==> src/rtl/grant_decoder.sv <==
// Binary index -> one-hot grant decoder fronted by a small FIFO.
// Error-flagged indices are dropped with a one-cycle co_drop pulse.
module grant_decoder #(
  parameter int output_width = 4,
  parameter int DEPTH        = 4
) (
  input  logic                           clk,
  input  logic                           reset,
  input  logic [output_width-1:0]        di_idx,
  input  logic                           di_err,
  input  logic                           di_valid,
  output logic                           do_ready,
  output logic [(2**output_width)-1:0]   do_grant,
  output logic                           do_valid,
  input  logic                           di_ack,
  output logic                           co_drop,
  output logic [$clog2(DEPTH):0]         co_count
);

  localparam int PW = $clog2(DEPTH);
  localparam int CW = PW + 1;
  localparam int GW = 2 ** output_width;

  logic [output_width-1:0] mem_q [DEPTH];
  logic [PW-1:0]           wr_ptr_q, wr_ptr_d;
  logic [PW-1:0]           rd_ptr_q, rd_ptr_d;
  logic [CW-1:0]           count_q, count_d;
  logic [GW-1:0]           grant_q, grant_d;
  logic                    valid_q, ready_q, drop_q;
  logic                    push, pop, drop;
  logic [output_width-1:0] head_d;

  assign push = di_valid & ready_q & ~di_err;
  assign drop = di_valid & ready_q & di_err;
  assign pop  = di_ack & valid_q;

  always_comb begin
    wr_ptr_d = push ? wr_ptr_q + PW'(1) : wr_ptr_q;
    rd_ptr_d = pop  ? rd_ptr_q + PW'(1) : rd_ptr_q;
    count_d  = count_q + CW'(push) - CW'(pop);
    // The new head may be the slot being written on this same edge.
    head_d   = (push && (rd_ptr_d == wr_ptr_q)) ? di_idx : mem_q[rd_ptr_d];
    grant_d  = '0;
    if (count_d != '0) grant_d[head_d] = 1'b1;
  end

  always_ff @(posedge clk) begin
    if (push) mem_q[wr_ptr_q] <= di_idx;
  end

  always_ff @(posedge clk or posedge reset) begin
    if (reset) begin
      wr_ptr_q <= '0;
      rd_ptr_q <= '0;
      count_q  <= '0;
      grant_q  <= '0;
      valid_q  <= 1'b0;
      ready_q  <= 1'b1;
      drop_q   <= 1'b0;
    end else begin
      wr_ptr_q <= wr_ptr_d;
      rd_ptr_q <= rd_ptr_d;
      count_q  <= count_d;
      grant_q  <= grant_d;
      valid_q  <= (count_d != '0);
      ready_q  <= (count_d != CW'(DEPTH));
      drop_q   <= drop;
    end
  end

  assign do_ready = ready_q;
  assign do_grant = grant_q;
  assign do_valid = valid_q;
  assign co_drop  = drop_q;
  assign co_count = count_q;

endmodule
==> config.mk <==
export PLATFORM = sky130hd
export DESIGN_NAME = grant_decoder
export DESIGN_NICKNAME = d
export VERILOG_FILES = /design/src/rtl/grant_decoder.sv
export SDC_FILE = /design/constraint.sdc
export NUM_CORES = 1
export LEC_CHECK = 0
export BUFFER_PORTS_ARGS = -buffer_cell sky130_fd_sc_hd__buf_2
export CORE_ASPECT_RATIO = 0.5
export CORE_MARGIN = 2
export CORE_UTILIZATION = 54
export DETAILED_ROUTE_END_ITERATION = 6
export GPL_TIMING_DRIVEN = 1
export PLACE_DENSITY = 0.76
export SLEW_MARGIN = 40
export SYNTH_ARGS = -nofsm -noshare
export SYNTH_HDL_FRONTEND = slang
export SYNTH_SLANG_ARGS = --single-unit
==> constraint.sdc <==
create_clock -name clk -period 4.18 [get_ports clk]
set_clock_uncertainty 0.15 [all_clocks]
set_input_delay 0.836 -clock clk [delete_from_list [all_inputs] [get_ports clk]]
set_output_delay 0.836 -clock clk [all_outputs]
set_load 0.005 [all_outputs]
[Word-level counts from Yosys, hierarchy flattened]
Memory sizes are Yosys's and may differ from the RTL's.
Index checks and enable logic that the tools add are counted.
Cells by class
  $add $sub $neg: 4
  $mul: 0
  div/mod/pow operators: 0
  magnitude comparators: 2
  equality and inequality tests: 2
  shift-type cells: 0
  muxes and demuxes: 7
  bitwise logic cells: 5
  reductions and logical operators: 3
Operator list (number)
  two-way mux 16 bit: 1
  < comparator 4 x 5 -> 1 bit (second input constant): 1
  adder 2 x 1 -> 2 bit (second input constant): 2
  AND 1 bit: 4
  demux 1 bit (select 4 bit): 1
  greater-or-equal comparator 4 x 1 -> 1 bit (second input constant): 1
  two-way mux 4 bit: 1
  adder 3 x 1 -> 3 bit: 1
  two-way mux 1 bit: 3
  inequality test 3 bit (second input constant): 1
  nonzero test 3 bit: 1
  subtractor 3 x 1 -> 3 bit: 1
  == test 2 bit: 1
  logical AND 1 bit: 2
  two-way mux 2 bit: 1
  NOT 1 bit: 1
Word-level totals
  register bits: 26
  bits in latches: 0
  RAM bits: 16
  bits in read-only memories: 0
  word-level logic and storage cells: 31
  memories kept: 1
Memory list
  mem_q: words 4, bits a word 4, read ports 1, clocked after memory_dff 0, write ports 1, line 24  | logic [output_width-1:0] mem_q [DEPTH];

[Depth between registers and ports, before layout]
Gate-level depths: netlist of the first run.
  word-level depth: 10
  depth in mapped cells: 12
  mapped depth without buffers: 12

[Worst setup path after synthesis of the first run]
Ideal clock, no wire load.
  path kind: input-to-reg
  from: in di_valid
  to: reg grant_q[0] (netlist: do_grant[0])
  library setup time: 0.136 ns
  arrival time: 3.157 ns
  required time: 3.894 ns
  slack: 0.737 ns
  stages on the path: 11
  path buffers: 0
  path through: nand2_1 > nor2_1 > inv_1 > ha_1 > inv_1 > ha_1 > fa_1 > xnor3_1 > nand2b_1 > a41oi_1 > a21oi_1
RTL lines
  from (decl): line 11  | input logic di_valid,
  AND 1 bit (2 in a row): line 33  | assign push = di_valid & ready_q & ~di_err;
  adder 3 x 1 -> 3 bit: line 40  | count_d = count_q + CW'(push) - CW'(pop);
  subtractor 3 x 1 -> 3 bit: line 40
  via count_d[2]: line 27  | logic [CW-1:0] count_q, count_d;
  nonzero test 3 bit: line 44  | if (count_d != '0) grant_d[head_d] = 1'b1;
  two-way mux 16 bit: line 44
  via grant_d[0]: line 28  | logic [GW-1:0] grant_q, grant_d;
  to (signal assigned): line 64  | grant_q <= grant_d;
  to (decl): line 28
The timed path passes the listed nets, and every way through them passes these cells.
A chain may end at the register's enable or synchronous reset.

[Worst setup path after layout of the first run]
Same ends and word-level chain as after synthesis.

==> run_results.csv, run 1 <==
group,metric,value,unit
final_layout,instances_no_fill,240,
synth,ys.flop_type,"dfrtp_1",
timing,maxSlewHeadroom,61.5,%
synth,async_flop_share,61.9,%
setup_path,worstReg2RegEnd,"do_grant[0]$_DFF_PP0_",
clock_tree,cts-htree-levels,2,
synth,synth_area,0.00205,mm^2
detailed_routing,ant_nets,0,
hold_path,hp-class,"reg2reg",
setup_path,cp_max_fo,7,
synth,synth_cells,154,
synth,muxShareOfSynthArea,10.2,%
setup_path,critPathRequiredTime,4.18,ns
synth,synth-xor-area-share,2.38,%
flow_run,maxCapViolCount,0,
placed_design,routabilityCongestion,0.770,
global_route,antenna_found_initial,0,
global_route,grt_max_degree,27,
detailed_routing,dr.first_iter.drc_count,77,
clock_tree,cts_buffers,5,
final_layout,utilization,66.1,%
synth,ys_ff_latch,42,
pwr,peakVddDrop,0.264,mV
clock_tree,post_cts_buffers,0,
final_layout,syn_to_final_growth,13.6,%
synth,yosys-top-cells-count,"dfrtp_1 (25), a21oi_1 (19), edfxtp_1 (16)",
clock_tree,cts-root-buf,"clkbuf_8",
clock_tree,hold_buffers,0,
detailed_routing,routed_wirelength,4020,um
clock_tree,cts.sinks,42,
pwr,powerDensity,669,mW/mm^2
global_route,grt_pass1_wl,6290,um
synth,synth_compound_area_share,15.0,%
placed_design,dp.cells,232,
setup_path,critical_path_class,"in2reg",
synth,synth_top_family_by_area,"compound AO/OA/AOI/OAI gates",
setup_path,arrival,3.42,ns
synth,netlist.area_leader.share,30.5,%
setup_path,cp-start-kind,"primary input",
synth,yosysWarnings,0,
synth,yosysMostFrequentCell,"dfrtp_1",
synth,synthAdderAreaFrac,4.63,%
timing,min_period,3.43,ns
setup_path,worst_r2r_path_depth,11,
synth,yosys.area_share.simple,9.88,%
global_route,gr-total-overflow,0,
global_route,grt_pass1_vias,1261,
synth,synth_area_leaders,"dfrtp_1 (30%), edfxtp_1 (23%), a21oi_1 (4.6%)",
timing,hold_viol,0,
clock_tree,ctsResizeCount,0,
timing,clock.fmax,0.292,GHz
synth,avgSynthCellArea,13.3,um^2
clock_tree,clkSlewWorstSetupHoldPaths,0.08,ns
timing,min_period_over_period,81.9,%
clock_tree,clkLatencyLatePin,0.29,ns
detailed_routing,vias,1405,
setup_path,cp-startpoint,"di_valid",
detailed_routing,avgRoutedWirePerCell,16.8,um
die,die_area,0.00434,mm^2
setup_path,ff2ff_setup_slack,0.84,ns
synth,syn_nets,170,
setup_path,r2r-start,"do_ready$_DFF_PP1_",
die,rows,15,
die,die_w,91.2,um
detailed_routing,dr.pass1.iters,4,
clock_tree,tritoncts,"yes",
clock_tree,clockBufferDepth,2,
synth,synth-seq-area-share,55.2,%
hold_path,min_from,"do_ready$_DFF_PP1_",
global_route,track_usage,20.1,%
detailed_routing,viasPerCell,5.85,
final_layout,fill_cells,291,
placed_design,hpwlAfterDp,3000,um
setup_path,setup.worst_path.end,"do_grant[0]$_DFF_PP0_",
final_layout,fin_nets,204,
timing,worstMarginPinSlew,0.578,ns
synth,synth_largest_area_cell,"dfrtp_1",
timing,drv_slew,0,
timing,tns,0,ns
synth,synth_edf_count,16,
final_layout,n_antenna_cell,0,
final_layout,drive_above_1_share,28.0,%
placed_design,place.port_buffers,30,
timing,rsz0062_at_grt,"false",
pwr,p_leak,0.996,nW
die,die_y,47.6,um
detailed_routing,drc,0,
die,initial_utilization,58.2,%
hold_path,min_path_cells,1,
timing,setup_viol,0,
setup_path,cp-end-kind,"flop",
die,core-area,0.00353,mm^2
run_status,status,"finished, final reports clean",
die,io_pins,31,
synth,synth.distinct_cells,45,
==> metal layers <==
metal	share of wire [%]	vias to the layer above	track usage (%)
li1	-	659	-
met1	48	702	26.8
met2	45	40	34.1
met3	5.7	4	5.04
met4	0.80	0	6.67
met5	0	-	0
==> worst min-delay path by stage <==
stage	end	slack [ns]
global placement	co_drop$_DFF_PP0_	0.38
global route	co_drop$_DFF_PP0_	0.42
CTS	co_drop$_DFF_PP0_	0.40
finish	co_drop$_DFF_PP0_	0.40
detailed placement	co_drop$_DFF_PP0_	0.39
floorplan	co_drop$_DFF_PP0_	0.38
==> cells in the final DEF, fill, tap and decap left out, types with 2 or more instances in the layout <==
master	netlist	layout
a21o_1	2	2
nand4_1	3	3
inv_1	7	6
mux4_1	3	3
edfxtp_1	16	16
mux4_2	3	3
mux2_2	3	3
a311oi_1	4	4
nand2_1	6	6
ha_1	6	6
a41oi_2	3	3
or3_4	2	2
o21ai_0	4	4
nand3_1	3	3
dfrtp_1	25	25
buf_2	0	30
nor2_1	5	5
xnor2_1	2	2
clkbuf_8	0	5
nor2b_1	2	2
a21oi_1	19	19
or3b_1	2	2
and2_1	4	4
mux2i_1	3	3
o211ai_1	3	3
clkbuf_1	3	3
==> layout make-up <==
type | instances | area (um^2) | share of cell area, %
Inverter | 8 | 32.5 | 1.40
Timing Repair Buffer | 31 | 158 | 6.76
Multi-Input combinational cell | 100 | 865 | 37.1
Sequential cell | 42 | 1130 | 48.6
Clock buffer | 8 | 80.1 | 3.44
Tap cell | 51 | 63.8 | 2.74
==> registers in the layout, indices dropped and copies added, names as in the netlist <==
name and flops:
do_ready 1, rd_ptr_q 2, co_count 3, wr_ptr_q 2
mem_q 16, do_grant 16, co_drop 1, do_valid 1
==> per-stage QoR <==
step | hold WS (ns) | total power, mW | cell area, um^2 | worst slack (ns)
after global routing | 0.418 | 1.66 | 2330 | 0.529
after global placement | 0.381 | 1.28 | 2250 | 0.625
after CTS | 0.397 | 1.56 | 2330 | 0.737
final | 0.395 | 1.56 | 2330 | 0.755
after floorplan | 0.380 | 1.11 | 2050 | 0.737
after detailed placement | 0.389 | 1.31 | 2250 | 0.472
==> report_power, final <==
| group | leakage [nW] | switching [mW] | internal [mW] |
|---|---|---|---|
| combinational | 0.475 | 0.365 | 0.301 |
| clock | 0.0395 | 0.132 | 0.119 |
| sequential | 0.481 | 0.101 | 0.542 |
| total | 0.996 | 0.598 | 0.962 |
==> cell families after synthesis <==
group,count (synthesis)
flops,42
mux,12
compound gates,43
xor+xnor,4
simple gates,34
buf+inv,12
fa+ha+maj,7
==> worst max-delay path, cell delays in order <==
cell and delay, ns:
buf_2 0.08, nand2_1 0.04, nor2_1 0.16, inv_1 0.14, ha_1 0.31, inv_1 0.05, ha_1 0.19, fa_1 0.38
xnor3_1 0.44, nand2b_1 0.29, a41oi_1 0.40, a21oi_1 0.09
Power figures use the tool's default switching activity.
==> run 2: changes to the inputs <==
ABC_AREA = 1   (was default)
CORE_UTILIZATION = 50   (was 54)
PLACE_DENSITY = 0.74   (was 0.76)
clock period = 2.9 ns   (was 4.18 ns; I/O delays follow)
==> run 2 against run 1 <==
Sequential power grew 29%. Synthesized area shrank 2.1%. Global-route usage decreased by 1.3 points. Critical endpoint is now do_grant[2]$_DFF_PP0_. Critical path type is now reg2reg. Non-clock buffer count rose by 3. Count of clock-buffer cells in the layout fell by 3. Core utilization shrank 4.9 points. Register-to-register slack lost 0.64 ns.
==> run_results.csv, run 2 <==
group,metric,value,unit
global_route,grt_max_degree,27,
die,die_w,93.6,um
setup_path,path_cells,"nand3_2 > ha_1 > inv_1 > ha_1 > fa_1 > xnor2_1 > xor2_1 > nand3b_1 > buf_4 > nand3_2 > nor2_1",
synth,synth_largest_area_cell,"dfrtp_1",
final_layout,final_cell_mix,"nand2_1 (44), buf_2 (30), dfrtp_1 (25)",
synth,synth_cells,197,
die,initial_utilization,51.7,%
timing,drv_slew,0,
synth,muxShareOfSynthArea,0,%
clock_tree,clkSlewWorstSetupHoldPaths,0.08,ns
synth,avgSynthCellArea,10.2,um^2
synth,synth-seq-area-share,56.4,%
clock_tree,cts.sinks,42,
clock_tree,cts-htree-levels,2,
synth,netlist.area_leader.share,31.2,%
clock_tree,cts-root-buf,"clkbuf_8",
synth,synth-xor-area-share,1.31,%
final_layout,syn_to_final_growth,18.4,%
synth,ys_ff_latch,42,
setup_path,arrival,2.77,ns
global_route,track_usage,18.8,%
synth,yosysMostFrequentCell,"nand2_1",
timing,worstMarginPinSlew,0.521,ns
pwr,peakVddDrop,0.616,mV
timing,clock.fmax,0.370,GHz
detailed_routing,dr.first_iter.drc_count,69,
clock_tree,clkLatencyLatePin,0.30,ns
synth,yosys-top-cells-count,"nand2_1 (44), dfrtp_1 (25), nand3_1 (24)",
placed_design,postPlaceCellArea,0.00224,mm^2
die,die_area,0.00457,mm^2
placed_design,hpwlAfterDp,2780,um
timing,setup_viol,0,
synth,synth_area,0.00201,mm^2
pwr,powerDensity,1080,mW/mm^2
flow_run,maxCapViolCount,0,
synth,synth_edf_count,16,
clock_tree,hold_buffers,0,
synth,synth_compound_area_share,0.249,%
clock_tree,cts_buffers,5,
pwr,seq_power_share,32.5,%
timing,min_period_over_period,93.1,%
die,core-area,0.00388,mm^2
detailed_routing,vias,1370,
clock_tree,clockBufferDepth,2,
detailed_routing,ant_nets,0,
die,die_y,48.8,um
die,rows,16,
detailed_routing,drc,0,
synth,synth_top_family_by_area,"simple AND/OR/NAND/NOR gates",
pwr,p_int,1.52,mW
hold_path,hp-class,"in2async",
setup_path,cp_max_fo,7,
setup_path,cp-start-kind,"flop",
pwr,combPwrFrac,46.5,%
setup_path,critPathRequiredTime,2.97,ns
global_route,grt_pass1_vias,1357,
timing,rsz0062_at_grt,"false",
pwr,clockPowerShare,21.0,%
pwr,p_leak,1.22,nW
final_layout,layout_commonest_cell,"nand2_1",
final_layout,fin_nets,253,
setup_path,slowest_stage,"dfstp_2",
clock_tree,ctsResizeCount,0,
final_layout,drive_above_1_share,29.4,%
synth,synth.distinct_cells,20,
placed_design,place.port_buffers,30,
final_layout,fin_area,0.00238,mm^2
timing,min_period,2.70,ns
timing,maxSlewHeadroom,65.2,%
global_route,gr-total-overflow,0,
global_route,grt_pass1_wl,6330,um
pwr,switching_share,40.6,%
synth,syn_nets,213,
run_status,status,"finished, final reports clean",
clock_tree,post_cts_buffers,0,
placed_design,routabilityCongestion,0.820,
die,io_pins,31,
clock_tree,tritoncts,"yes",
pwr,p_switching,1.04,mW
detailed_routing,avgRoutedWirePerCell,12.9,um
synth,yosysWarnings,0,
timing,hold_viol,0,
setup_path,cp-end-kind,"flop",
timing,fin_hold_ws,0.163,ns
synth,ys.flop_type,"dfrtp_1",
synth,synth_area_leaders,"dfrtp_1 (31%), edfxtp_1 (24%), nand2_1 (8.2%)",
final_layout,n_antenna_cell,0,
global_route,antenna_found_initial,0,
setup_path,max_stage_delay,0.56,ns
detailed_routing,routed_wirelength,3780,um
detailed_routing,dr.pass1.iters,4,
synth,synthAdderAreaFrac,4.74,%
synth,async_flop_share,61.9,%
synth,yosys.area_share.simple,32.4,%
setup_path,critical_path_class,"reg2reg",
detailed_routing,viasPerCell,4.69,
[run 2: final cells by class]
class / instances / area, um^2
Inverter: 22 / 87.6
Clock buffer: 5 / 68.8
Sequential cell: 42 / 1130
Timing Repair Buffer: 34 / 180
Multi-Input combinational cell: 132 / 777
Tap cell: 54 / 67.6
Fill cell: 336 / 1510
Clock inverter: 3 / 63.8
[run 2: final timing paths]
path / slack, ns / start / end / cells past startpoint
setup / recovery: 0.20 / do_ready$_DFF_PP1_ / do_grant[2]$_DFF_PP0_ / 11
hold / removal: 0.16 / reset / do_grant[11]$_DFF_PP0_ / 2
setup reg to reg: 0.20 / do_ready$_DFF_PP1_ / do_grant[2]$_DFF_PP0_ / 11
hold reg to reg: 0.35 / do_ready$_DFF_PP1_ / co_drop$_DFF_PP0_ / 2
max in group asynchronous: 2.08 / reset / do_ready$_DFF_PP1_ / 2
min in group clk: 0.35 / do_ready$_DFF_PP1_ / co_drop$_DFF_PP0_ / 2
[run 2: cell families (layout without fill, tap and decap cells)]
logic type | after synthesis | after routing
xor+xnor | 3 | 3
buf+inv | 23 | 64
compound gates | 1 | 1
fa+ha+maj | 7 | 7
simple gates | 121 | 121
flops | 42 | 42
[run 2: stage by stage]
| stage | worst slack [ns] | setup TNS (ns) | power, mW | cells | utilization [%] |
|---|---|---|---|---|---|
| 2_1_floorplan | 0.0818 | 0 | 1.70 | 197 | - |
| 5_1_grt | 0.0369 | 0 | 2.75 | 292 | 61.2 |
| 3_5_place_dp | -0.00117 | -0.00117 | 1.99 | 283 | 57.6 |
| 4_1_cts | 0.175 | 0 | 2.54 | 291 | 61.0 |
| 3_3_place_gp | 0.109 | 0 | 1.96 | 283 | 57.6 |
| 6_report | 0.200 | 0 | 2.56 | 292 | 61.2 |
[run 2: worst max-delay path: cells and delay by family (launching register included)]
family	cells	cell delay (ns)
buffers and inverters	2	0.20
adders and majority gates	3	0.84
and+or+nand+nor	4	0.46
DFF	1	0.56
xor gates and xnor gates	2	0.41
[run 2: layer usage]
layer	routed length (um)	up-vias	global-route usage, %	part of all wire, %
met5	0	-	0	0
met3	198	6	6.18	5.2
met4	57	0	9.42	1.5
li1	-	711	-	-
met1	1820	617	23.7	48
met2	1700	36	29.6	45
[run 2: power by group through the flow]
stage / Combinational (mW) / Clock [mW] / Sequential (mW)
after CTS: 1.16 / 0.548 / 0.831
after global placement: 1.12 / 0 / 0.837
after detailed placement: 1.16 / 0 / 0.838
final: 1.19 / 0.538 / 0.830
after floorplan: 0.854 / 0 / 0.844
after global routing: 1.33 / 0.578 / 0.844
==> run 3: changes to the inputs <==
CORE_UTILIZATION = 53   (was 50)
CTS_BUF_LIST = sky130_fd_sc_hd__clkbuf_8   (was default)
PLACE_DENSITY = 0.78   (was 0.74)
TNS_END_PERCENT = 20   (was default)
==> run 3 against run 2 <==
Highest routed layer unchanged. Final cell count down 1.0%. Largest power group unchanged. Fmax down 0.72%. Sequential share of layout area up 0.84 points. Global-route usage up 0.36 points.
==> run_results.csv, run 3 (synthesized netlist as in run 2, its figures left out) <==
group,metric,value,unit
pwr,powerDensity,1030,mW/mm^2
setup_path,r2r-start,"do_ready$_DFF_PP1_",
clock_tree,cts-root-buf,"clkbuf_8",
clock_tree,tritoncts,"yes",
placed_design,postPlaceCellArea,0.00223,mm^2
clock_tree,cts_buffers,5,
die,io_pins,31,
final_layout,utilization,66.2,%
timing,min_period_over_period,93.8,%
placed_design,hpwlAfterDp,2680,um
final_layout,fin_area,0.00234,mm^2
global_route,gr-total-overflow,0,
clock_tree,clkSlewWorstSetupHoldPaths,0.08,ns
placed_design,routabilityCongestion,0.831,
die,core-area,0.00353,mm^2
detailed_routing,vias,1425,
run_status,status,"finished, final reports clean",
timing,rsz0062_at_grt,"false",
final_layout,n_antenna_cell,0,
die,rows,15,
final_layout,final_cell_mix,"nand2_1 (44), buf_2 (30), dfrtp_1 (25)",
setup_path,cp_max_fo,7,
timing,setup_viol,0,
timing,setup_slack,0.181,ns
setup_path,critPathRequiredTime,2.96,ns
die,initial_utilization,56.9,%
final_layout,syn_to_final_growth,16.3,%
detailed_routing,routed_wirelength,3660,um
clock_tree,clkLatencyLatePin,0.29,ns
pwr,p_leak,1.20,nW
timing,clock.fmax,0.368,GHz
detailed_routing,ant_nets,0,
detailed_routing,dr.pass1.iters,4,
pwr,p_total,2.40,mW
clock_tree,cts.sinks,42,
clock_tree,ctsResizeCount,0,
setup_path,critical_path_class,"reg2reg",
setup_path,cp-end-kind,"flop",
timing,worstMarginPinSlew,0.542,ns
setup_path,cp-startpoint,"do_ready$_DFF_PP1_",
global_route,grt_pass1_vias,1299,
timing,fin_hold_ws,0.172,ns
global_route,track_usage,19.2,%
timing,hold_viol,0,
detailed_routing,dr.first_iter.drc_count,44,
final_layout,fin_nets,253,
die,die_y,47.5,um
die,die_area,0.00433,mm^2
detailed_routing,viasPerCell,4.93,
setup_path,arrival,2.78,ns
clock_tree,hold_buffers,0,
timing,drv_slew,0,
global_route,grt_max_degree,27,
timing,min_period,2.72,ns
timing,maxSlewHeadroom,63.7,%
final_layout,drive_above_1_share,29.8,%
hold_path,hp-class,"in2async",
final_layout,layout_commonest_cell,"nand2_1",
global_route,grt_pass1_wl,6020,um
pwr,peakVddDrop,0.581,mV
global_route,antenna_found_initial,0,
placed_design,dp_slack,-0.0301,ns
die,die_w,91.1,um
flow_run,maxCapViolCount,0,
detailed_routing,drc,0,
clock_tree,post_cts_buffers,0,
detailed_routing,avgRoutedWirePerCell,12.7,um
clock_tree,cts-htree-levels,2,
clock_tree,clockBufferDepth,2,
placed_design,place.port_buffers,30,
setup_path,cp-start-kind,"flop",
run 3: final cells by class:
type                            instances  area, um^2
Clock inverter                          2        12.5
Sequential cell                        42        1130
Tap cell                               51        63.8
Multi-Input combinational cell        132         777
Inverter                               22        87.6
Fill cell                             307        1190
Timing Repair Buffer                   34         180
Clock buffer                            6        82.6
run 3: worst max-delay path, cell delays in order (launching register included):
cell	delay, ns
dfstp_2	0.55
nand3_2	0.09
ha_1	0.29
inv_1	0.04
ha_1	0.18
fa_1	0.37
xnor2_1	0.20
xor2_1	0.23
nand3b_1	0.14
buf_4	0.16
nand3_2	0.11
nor2_1	0.12
run 3: path summary, 6_finish.rpt:
path                       depth (start not counted)  slack (ns)                     to
setup reg to reg                                  11        0.18  do_grant[0]$_DFF_PP0_
hold reg to reg                                    2        0.35      co_drop$_DFF_PP0_
min in group clk                                   2        0.35      co_drop$_DFF_PP0_
hold / removal                                     2        0.17  rd_ptr_q[1]$_DFF_PP0_
setup / recovery                                  11        0.18  do_grant[0]$_DFF_PP0_
max in group asynchronous                          2        2.06     do_ready$_DFF_PP1_
run 3: report_power, final:
group          switching (mW)  internal, mW  total (mW)  leakage [nW]
logic                   0.766         0.420        1.19         0.671
registers              0.0723         0.756       0.829         0.481
clock network           0.198         0.191       0.389        0.0472
total                    1.04          1.37        2.40          1.20
run 3: through the flow:
stage	std cells	TNS (ns)
2_1_floorplan	197	0
5_1_grt	289	0
3_3_place_gp	280	0
3_5_place_dp	280	-0.112
6_report	289	0
4_1_cts	288	0
run 3: per-layer routing:
metal / vias up / track usage (%) / part of all wire [%]
li1: 715 / - / -
met1: 665 / 23.7 / 45
met2: 39 / 33.6 / 47
met3: 6 / 5.35 / 5.5
met4: 0 / 8.48 / 1.7
met5: - / 0 / 0
